[src/rtl/i2c_slave_rx_if.sv]
// Bus-side and receive-side signals of the I2C write receiver.
// The slave modport is the receiver; the master modport is whatever drives the bus
// and consumes received bytes.
interface i2c_slave_rx_if;
    logic       scl;       // raw bus SCL, asynchronous to clk
    logic       sda_in;    // raw bus SDA level, asynchronous to clk
    logic       sda_oe;    // 1 = pull SDA low
    logic [7:0] rx_data;   // last received data byte
    logic       rx_valid;  // one-cycle strobe for rx_data
    logic       rx_first;  // rx_valid byte is the first after the address
    logic       busy;      // transaction in progress

    modport slave (
        input  scl, sda_in,
        output sda_oe, rx_data, rx_valid, rx_first, busy
    );

    modport master (
        output scl, sda_in,
        input  sda_oe, rx_data, rx_valid, rx_first, busy
    );
endinterface

[src/rtl/i2c_slave_rx.sv]
// I2C target-side write receiver. Oversamples SCL/SDA on clk, detects START,
// repeated START and STOP, ACKs writes to SLAVE_ADDR and presents every received
// data byte as a one-cycle strobe. SDA is open-drain: only ever pulled low.
module i2c_slave_rx #(
    parameter logic [6:0] SLAVE_ADDR = 7'h50
) (
    input  logic           clk,
    input  logic           rst,
    i2c_slave_rx_if.slave  bus
);

    typedef enum logic [2:0] {
        IDLE,
        ADDR,
        ADDR_ACK,
        DATA,
        DATA_ACK,
        IGNORE
    } state_t;

    // Synchronisers plus one "previous" stage for edge detection.
    logic [1:0] scl_sync;
    logic [1:0] sda_sync;
    logic       scl_prev;
    logic       sda_prev;

    // Registered bus events; these give the fixed three-cycle pipeline from raw SCL.
    logic       start_q;
    logic       stop_q;
    logic       rise_q;
    logic       fall_q;
    logic       sda_q;

    logic       scl_s;
    logic       sda_s;
    logic       start_det;
    logic       stop_det;

    state_t     state_q,    state_d;
    logic [3:0] cnt_q,      cnt_d;
    logic [7:0] shreg_q,    shreg_d;
    logic       sda_oe_q,   sda_oe_d;
    logic [7:0] rx_data_q,  rx_data_d;
    logic       rx_valid_q, rx_valid_d;
    logic       rx_first_q, rx_first_d;
    logic       armed_q,    armed_d;
    logic       busy_q,     busy_d;
    logic [7:0] shifted;

    assign scl_s = scl_sync[1];
    assign sda_s = sda_sync[1];

    // SDA edges only count as START/STOP when SCL has been high on both samples.
    assign start_det = scl_s & scl_prev & sda_prev & ~sda_s;
    assign stop_det  = scl_s & scl_prev & ~sda_prev & sda_s;

    assign shifted = {shreg_q[6:0], sda_q};

    // Bring raw SCL/SDA into the clk domain and keep the previous sample.
    always_ff @(posedge clk or posedge rst) begin
        if (rst) begin
            // NOTE: synchroniser flops reset to 1 (idle bus level) so leaving reset
            // on a quiet bus does not look like an SDA or SCL edge.
            scl_sync <= 2'b11;
            sda_sync <= 2'b11;
            scl_prev <= 1'b1;
            sda_prev <= 1'b1;
        end else begin
            // NOTE: non-blocking assignments make every flop sample the old value of
            // its predecessor, which is what turns this into a real shift chain.
            scl_sync <= {scl_sync[0], bus.scl};
            sda_sync <= {sda_sync[0], bus.sda_in};
            scl_prev <= scl_s;
            sda_prev <= sda_s;
        end
    end

    // Register the decoded bus events alongside the SDA level they belong to.
    always_ff @(posedge clk or posedge rst) begin
        if (rst) begin
            start_q <= 1'b0;
            stop_q  <= 1'b0;
            rise_q  <= 1'b0;
            fall_q  <= 1'b0;
            sda_q   <= 1'b1;
        end else begin
            start_q <= start_det;
            stop_q  <= stop_det;
            rise_q  <= scl_s & ~scl_prev;
            fall_q  <= ~scl_s & scl_prev;
            sda_q   <= sda_s;
        end
    end

    // State register and all datapath registers of the receiver.
    always_ff @(posedge clk or posedge rst) begin
        if (rst) begin
            state_q    <= IDLE;
            cnt_q      <= 4'd0;
            shreg_q    <= 8'h00;
            sda_oe_q   <= 1'b0;
            rx_data_q  <= 8'h00;
            rx_valid_q <= 1'b0;
            rx_first_q <= 1'b0;
            armed_q    <= 1'b0;
            busy_q     <= 1'b0;
        end else begin
            state_q    <= state_d;
            cnt_q      <= cnt_d;
            shreg_q    <= shreg_d;
            sda_oe_q   <= sda_oe_d;
            rx_data_q  <= rx_data_d;
            rx_valid_q <= rx_valid_d;
            rx_first_q <= rx_first_d;
            armed_q    <= armed_d;
            busy_q     <= busy_d;
        end
    end

    // Next-state logic; START/STOP override any bit activity in the same cycle.
    always_comb begin
        // NOTE: every variable gets a default first so no path leaves one unassigned,
        // which would infer a latch.
        state_d    = state_q;
        cnt_d      = cnt_q;
        shreg_d    = shreg_q;
        sda_oe_d   = sda_oe_q;
        rx_data_d  = rx_data_q;
        rx_valid_d = 1'b0;
        rx_first_d = 1'b0;
        armed_d    = armed_q;
        busy_d     = busy_q;

        if (start_q) begin
            state_d  = ADDR;
            cnt_d    = 4'd0;
            shreg_d  = 8'h00;
            sda_oe_d = 1'b0;
            armed_d  = 1'b0;
            busy_d   = 1'b1;
        end else if (stop_q) begin
            state_d  = IDLE;
            cnt_d    = 4'd0;
            sda_oe_d = 1'b0;
            armed_d  = 1'b0;
            busy_d   = 1'b0;
        end else begin
            case (state_q)
                IDLE: begin
                    sda_oe_d = 1'b0;
                    busy_d   = 1'b0;
                end
                ADDR: begin
                    if (rise_q && cnt_q < 4'd8) begin
                        shreg_d = shifted;
                        cnt_d   = cnt_q + 4'd1;
                    end else if (fall_q && cnt_q == 4'd8) begin
                        if (shreg_q == {SLAVE_ADDR, 1'b0}) begin
                            sda_oe_d = 1'b1;
                            state_d  = ADDR_ACK;
                        end else begin
                            state_d  = IGNORE;
                        end
                    end
                end
                ADDR_ACK: begin
                    if (fall_q) begin
                        sda_oe_d = 1'b0;
                        state_d  = DATA;
                        cnt_d    = 4'd0;
                        armed_d  = 1'b1;
                    end
                end
                DATA: begin
                    if (rise_q && cnt_q < 4'd8) begin
                        shreg_d = shifted;
                        cnt_d   = cnt_q + 4'd1;
                        if (cnt_q == 4'd7) begin
                            rx_data_d  = shifted;
                            rx_valid_d = 1'b1;
                            rx_first_d = armed_q;
                            armed_d    = 1'b0;
                        end
                    end else if (fall_q && cnt_q == 4'd8) begin
                        sda_oe_d = 1'b1;
                        state_d  = DATA_ACK;
                    end
                end
                DATA_ACK: begin
                    if (fall_q) begin
                        sda_oe_d = 1'b0;
                        state_d  = DATA;
                        cnt_d    = 4'd0;
                    end
                end
                IGNORE: begin
                    sda_oe_d = 1'b0;
                end
                default: begin
                    state_d  = IDLE;
                    sda_oe_d = 1'b0;
                end
            endcase
        end
    end

    assign bus.sda_oe   = sda_oe_q;
    assign bus.rx_data  = rx_data_q;
    assign bus.rx_valid = rx_valid_q;
    assign bus.rx_first = rx_first_q;
    assign bus.busy     = busy_q;

endmodule

[src/flat_wrapper.sv]
// flat-port wrapper written by rule: the top's interface ports become plain ports
module i2c_slave_rx_flat 
#(
    parameter logic [6:0] SLAVE_ADDR = 7'h50
)
  (clk, rst, bus_scl, bus_sda_in, bus_sda_oe, bus_rx_data, bus_rx_valid, bus_rx_first, bus_busy);
  i2c_slave_rx_if bus_i ();
  input  logic clk;
  input  logic rst;
  input wire logic [$bits(bus_i.scl)-1:0] bus_scl;
  input wire logic [$bits(bus_i.sda_in)-1:0] bus_sda_in;
  output wire logic [$bits(bus_i.sda_oe)-1:0] bus_sda_oe;
  output wire logic [$bits(bus_i.rx_data)-1:0] bus_rx_data;
  output wire logic [$bits(bus_i.rx_valid)-1:0] bus_rx_valid;
  output wire logic [$bits(bus_i.rx_first)-1:0] bus_rx_first;
  output wire logic [$bits(bus_i.busy)-1:0] bus_busy;
  assign bus_i.scl = bus_scl;
  assign bus_i.sda_in = bus_sda_in;
  assign bus_sda_oe = bus_i.sda_oe;
  assign bus_rx_data = bus_i.rx_data;
  assign bus_rx_valid = bus_i.rx_valid;
  assign bus_rx_first = bus_i.rx_first;
  assign bus_busy = bus_i.busy;
  i2c_slave_rx #(.SLAVE_ADDR(SLAVE_ADDR)) u_core (.clk(clk), .rst(rst), .bus(bus_i));
endmodule
[config.mk]
export PLATFORM = sky130hd
export DESIGN_NAME = i2c_slave_rx_flat
export DESIGN_NICKNAME = d
export VERILOG_FILES = /design/src/rtl/i2c_slave_rx_if.sv /design/src/rtl/i2c_slave_rx.sv /design/src/flat_wrapper.sv
export SDC_FILE = /design/constraint.sdc
export NUM_CORES = 1
export LEC_CHECK = 0
export ABC_AREA = 1
export CAP_MARGIN = 30
export CORE_MARGIN = 8
export CORE_UTILIZATION = 52
export CTS_BUF_LIST = sky130_fd_sc_hd__clkbuf_8
export CTS_CLUSTER_SIZE = 10
export DETAILED_ROUTE_END_ITERATION = 7
export GPL_TIMING_DRIVEN = 0
export PLACE_DENSITY = 0.73
export SKIP_LAST_GASP = 1
export SYNTH_ARGS = -nofsm -noshare
export SYNTH_HDL_FRONTEND = slang
export SYNTH_SLANG_ARGS = --single-unit
[constraint.sdc]
create_clock -name clk -period 3.76 [get_ports clk]
set_input_delay 0.564 -clock clk [delete_from_list [all_inputs] [get_ports clk]]
set_output_delay 0.564 -clock clk [all_outputs]
set_load 0.005 [all_outputs]
==> results.sh <==
export IMPL_status="completed"
export IMPL_h_tree_depth=2
export IMPL_place_hpwl_um=2480
export IMPL_path_cells="clkdlybuf4s50_1"
export IMPL_drc=0
export IMPL_yosysWarnings=0
export IMPL_postSynthCellCount=193
export IMPL_die_area_um2=5429
export IMPL_ant_nets=0
export IMPL_ir_drop_uv=273.1
export IMPL_core_area_um2=3258
export IMPL_finalWirelength_um=3269
export IMPL_synth_seq_cells=38
export IMPL_cp_depth=1
export IMPL_required_ns=3.20
export IMPL_rr_worst_depth=7
export IMPL_final_seq_area_um2=958.4
export IMPL_synth_top_family_by_area="simple AND/OR/NAND/NOR gates"
export IMPL_synth_xor_area_share_pct=0.5061
export IMPL_post_cts_resized=0
export IMPL_initial_core_util_pct=53.11
export IMPL_worst_r2r_endpoint="u_core.shreg_q[0]"
export IMPL_gp_congestion=0.8965
export IMPL_fill_cells=307
export IMPL_period_share_pct=46.32
export IMPL_setup_viol_count_final=0
export IMPL_finalInstanceArea_um2=2082
export IMPL_crit_fanout=2
export IMPL_final_nets=222
export IMPL_worstPathArrival_ns=1.18
export IMPL_final_cells=263
export IMPL_period_needed_ns=1.742
export IMPL_area_growth_pct=20.32
export IMPL_vias=1335
export IMPL_max_freq_mhz=574.2
export IMPL_drt_iter0_markers=52
export IMPL_tightest_slew_ns=0.6767
export IMPL_startpoint="u_core.bus.rx_data[7]"
export IMPL_clk_latency_ns=0.29
export IMPL_antenna_found_initial=0
export IMPL_slowest_delay_ns=0.51
export IMPL_hold_buffers=0
export IMPL_fin_ws_ns=2.018
export IMPL_avgSynthCellArea_um2=8.966
export IMPL_die_h_um=73.69
export IMPL_drv_cap=0
export IMPL_slew_violations=0
export IMPL_synthAdderAreaFrac_pct=1.446
export IMPL_cp_num_buf_inv=1
export IMPL_gr_total_overflow=0
export IMPL_diodes=0
export IMPL_layout_drive_gt1_share_pct=16.59
export IMPL_rr_startpoint="u_core.state_q[2]"
export IMPL_cts_tree="done"
export IMPL_power_density_nw_per_um2=496.8
export IMPL_grtUsageTotal_pct=13.47
export IMPL_clkTransAtPathRegs_ns=0.08
export IMPL_ys_seq_area_share_pct=55.39
export IMPL_clockBufferDepth=2
export IMPL_synthMuxAreaShare_pct=0
export IMPL_critical_path_class="reg2out"
export IMPL_rows=21
export IMPL_io_pins=16
export IMPL_yosysUniqueCellTypes=28
export IMPL_synth_compound_area_share_pct=11.93
export IMPL_placed_cells=255
export IMPL_wl_per_cell_um=12.43
export IMPL_crit_family="buffers and inverters"
export IMPL_syn_num_nets=199
export IMPL_via_per_inst=5.076
export IMPL_slowest_stage="clkdlybuf4s50_1"
export IMPL_rsz0062_at_grt="false"
export IMPL_grt_pass1_wl_um=5671
export IMPL_cp_start_kind="flip-flop"
export IMPL_finClkSkew_ns=0.009549
export IMPL_post_cts_setup_buffers=0
export IMPL_synth_simple_gate_area_share_pct=23.21
export IMPL_dr_pass1_iters=4
export IMPL_place_ws_ns=2.201
export IMPL_reg2reg_slack_ns=2.16
export IMPL_placed_cell_area_um2=1966
export IMPL_leakage_nw=1.050
export IMPL_clock_sinks=38
export IMPL_synth_area_um2=1730
export IMPL_die_w_um=73.69
export IMPL_grt_max_degree=23
export IMPL_hold_violations=0
export IMPL_fin_setup_tns_ns=0
export IMPL_cts_buffers_inserted=5
export IMPL_numPortBuffers=15
export IMPL_multiInputGateArea_um2=641.9
export IMPL_grt_pass1_vias=1325
export IMPL_crit_path_end="bus_rx_data[7]"
export IMPL_slew_headroom_pct=54.84
export IMPL_end_kind="output port"
export IMPL_hold_path_class="reg2reg"
export IMPL_clockRootBuffer="clkbuf_8"
-- power breakdown --
part           switching (mW)  internal (mW)
logic                   0.133         0.0772
clock network           0.132          0.213
registers              0.0341          0.444
total                   0.299          0.735
-- cells in the mapped netlist, drive strengths merged --
cell     n  area share, %
a21oi    5            1.7
a22oi    6            2.6
nand3b   1           0.43
nand4    1           0.36
nor3     3            1.5
inv     30            6.7
a22o     1           0.51
nand3   10            2.9
a41oi    1           0.51
clkinv   1           0.22
nor2    20            5.5
buf      1           0.65
ha       2            1.4
dfstp    6            9.1
a31o     1           0.51
nand2   55             13
o21ai   16            6.1
dfrtp   32             46
xor2     1           0.51
-- how the worst min path moves through the flow --
stage,startpoint,end,slack [ns],depth (start not counted)
final,u_core.sda_sync[0],u_core.sda_sync[1],0.36,0
after global routing,u_core.sda_sync[0],u_core.sda_sync[1],0.36,0
after CTS,u_core.sda_sync[0],u_core.sda_sync[1],0.36,0
after detailed placement,u_core.sda_sync[0],u_core.sda_sync[1],0.35,0
after global placement,u_core.sda_sync[0],u_core.sda_sync[1],0.35,0
after floorplan,u_core.scl_sync[0],u_core.scl_sync[1],0.35,0
-- metal layers --
layer	up-vias	track usage [%]	part of all wire, %
li1	659	-	-
met1	643	15.40	45
met2	27	22.83	48
met3	6	3.547	4.5
met4	0	5.987	1.7
met5	-	0	0
-- cell families after synthesis --
family,Yosys count
simple gates,90
xor+xnor,1
compound gates,30
flops,38
fa+ha+maj,2
buf+inv,32
-- worst reg2reg max path, cell delays in order, from the launching register on --
cell and delay (ns):
dfrtp_1 0.47, inv_2 0.09, nand2_2 0.15, nor2_1 0.10, nand2_1 0.08, clkinv_1 0.23
a22oi_1 0.30, inv_1 0.07
-- sequential cells by signal (all words and copies together), names as in the netlist --
register and cells:
u_core.scl_sync 2, u_core.cnt_q 4, u_core.state_q 3, u_core.scl_prev 1, u_core.sda_prev 1, u_core.bus.rx_first 1
u_core.bus.sda_oe 1, u_core.rise_q 1, u_core.bus.busy 1, u_core.bus.rx_valid 1, u_core.bus.rx_data 8, u_core.stop_q 1
u_core.start_q 1, u_core.fall_q 1, u_core.armed_q 1, u_core.shreg_q 8, u_core.sda_sync 2
-- layout make-up --
cell class / count / share of cell area (%)
multi-input cells: 123 / 30.83
clock inverters: 2 / 1.623
repair buffers: 16 / 8.534
clock buffers: 6 / 3.966
well taps: 46 / 2.764
flip-flops and latches: 38 / 46.03
plain buffers: 1 / 0.5409
inverters: 31 / 5.709
-- cell usage in the layout (no fill, tap or decap), drive strengths merged, types with 6 or more instances in the layout --
cell and n:
nor2 20, inv 31, nand3 10, clkbuf 6, nand2 55, dfstp 6
o21ai 16, a22oi 6, clkdlybuf4s50 15, dfrtp 32
-- through the flow --
step | hold WS (ns) | util, % | total power [mW]
finish | 0.3586 | 63.90 | 1.034
global route | 0.3599 | 63.90 | 1.094
CTS | 0.3591 | 63.90 | 1.047
detailed placement | 0.3491 | 60.33 | 0.6941
global placement | 0.3488 | 59.49 | 0.6823
floorplan | 0.3452 | - | 0.6333
No activity file was read; power rests on OpenSTA's default activity.
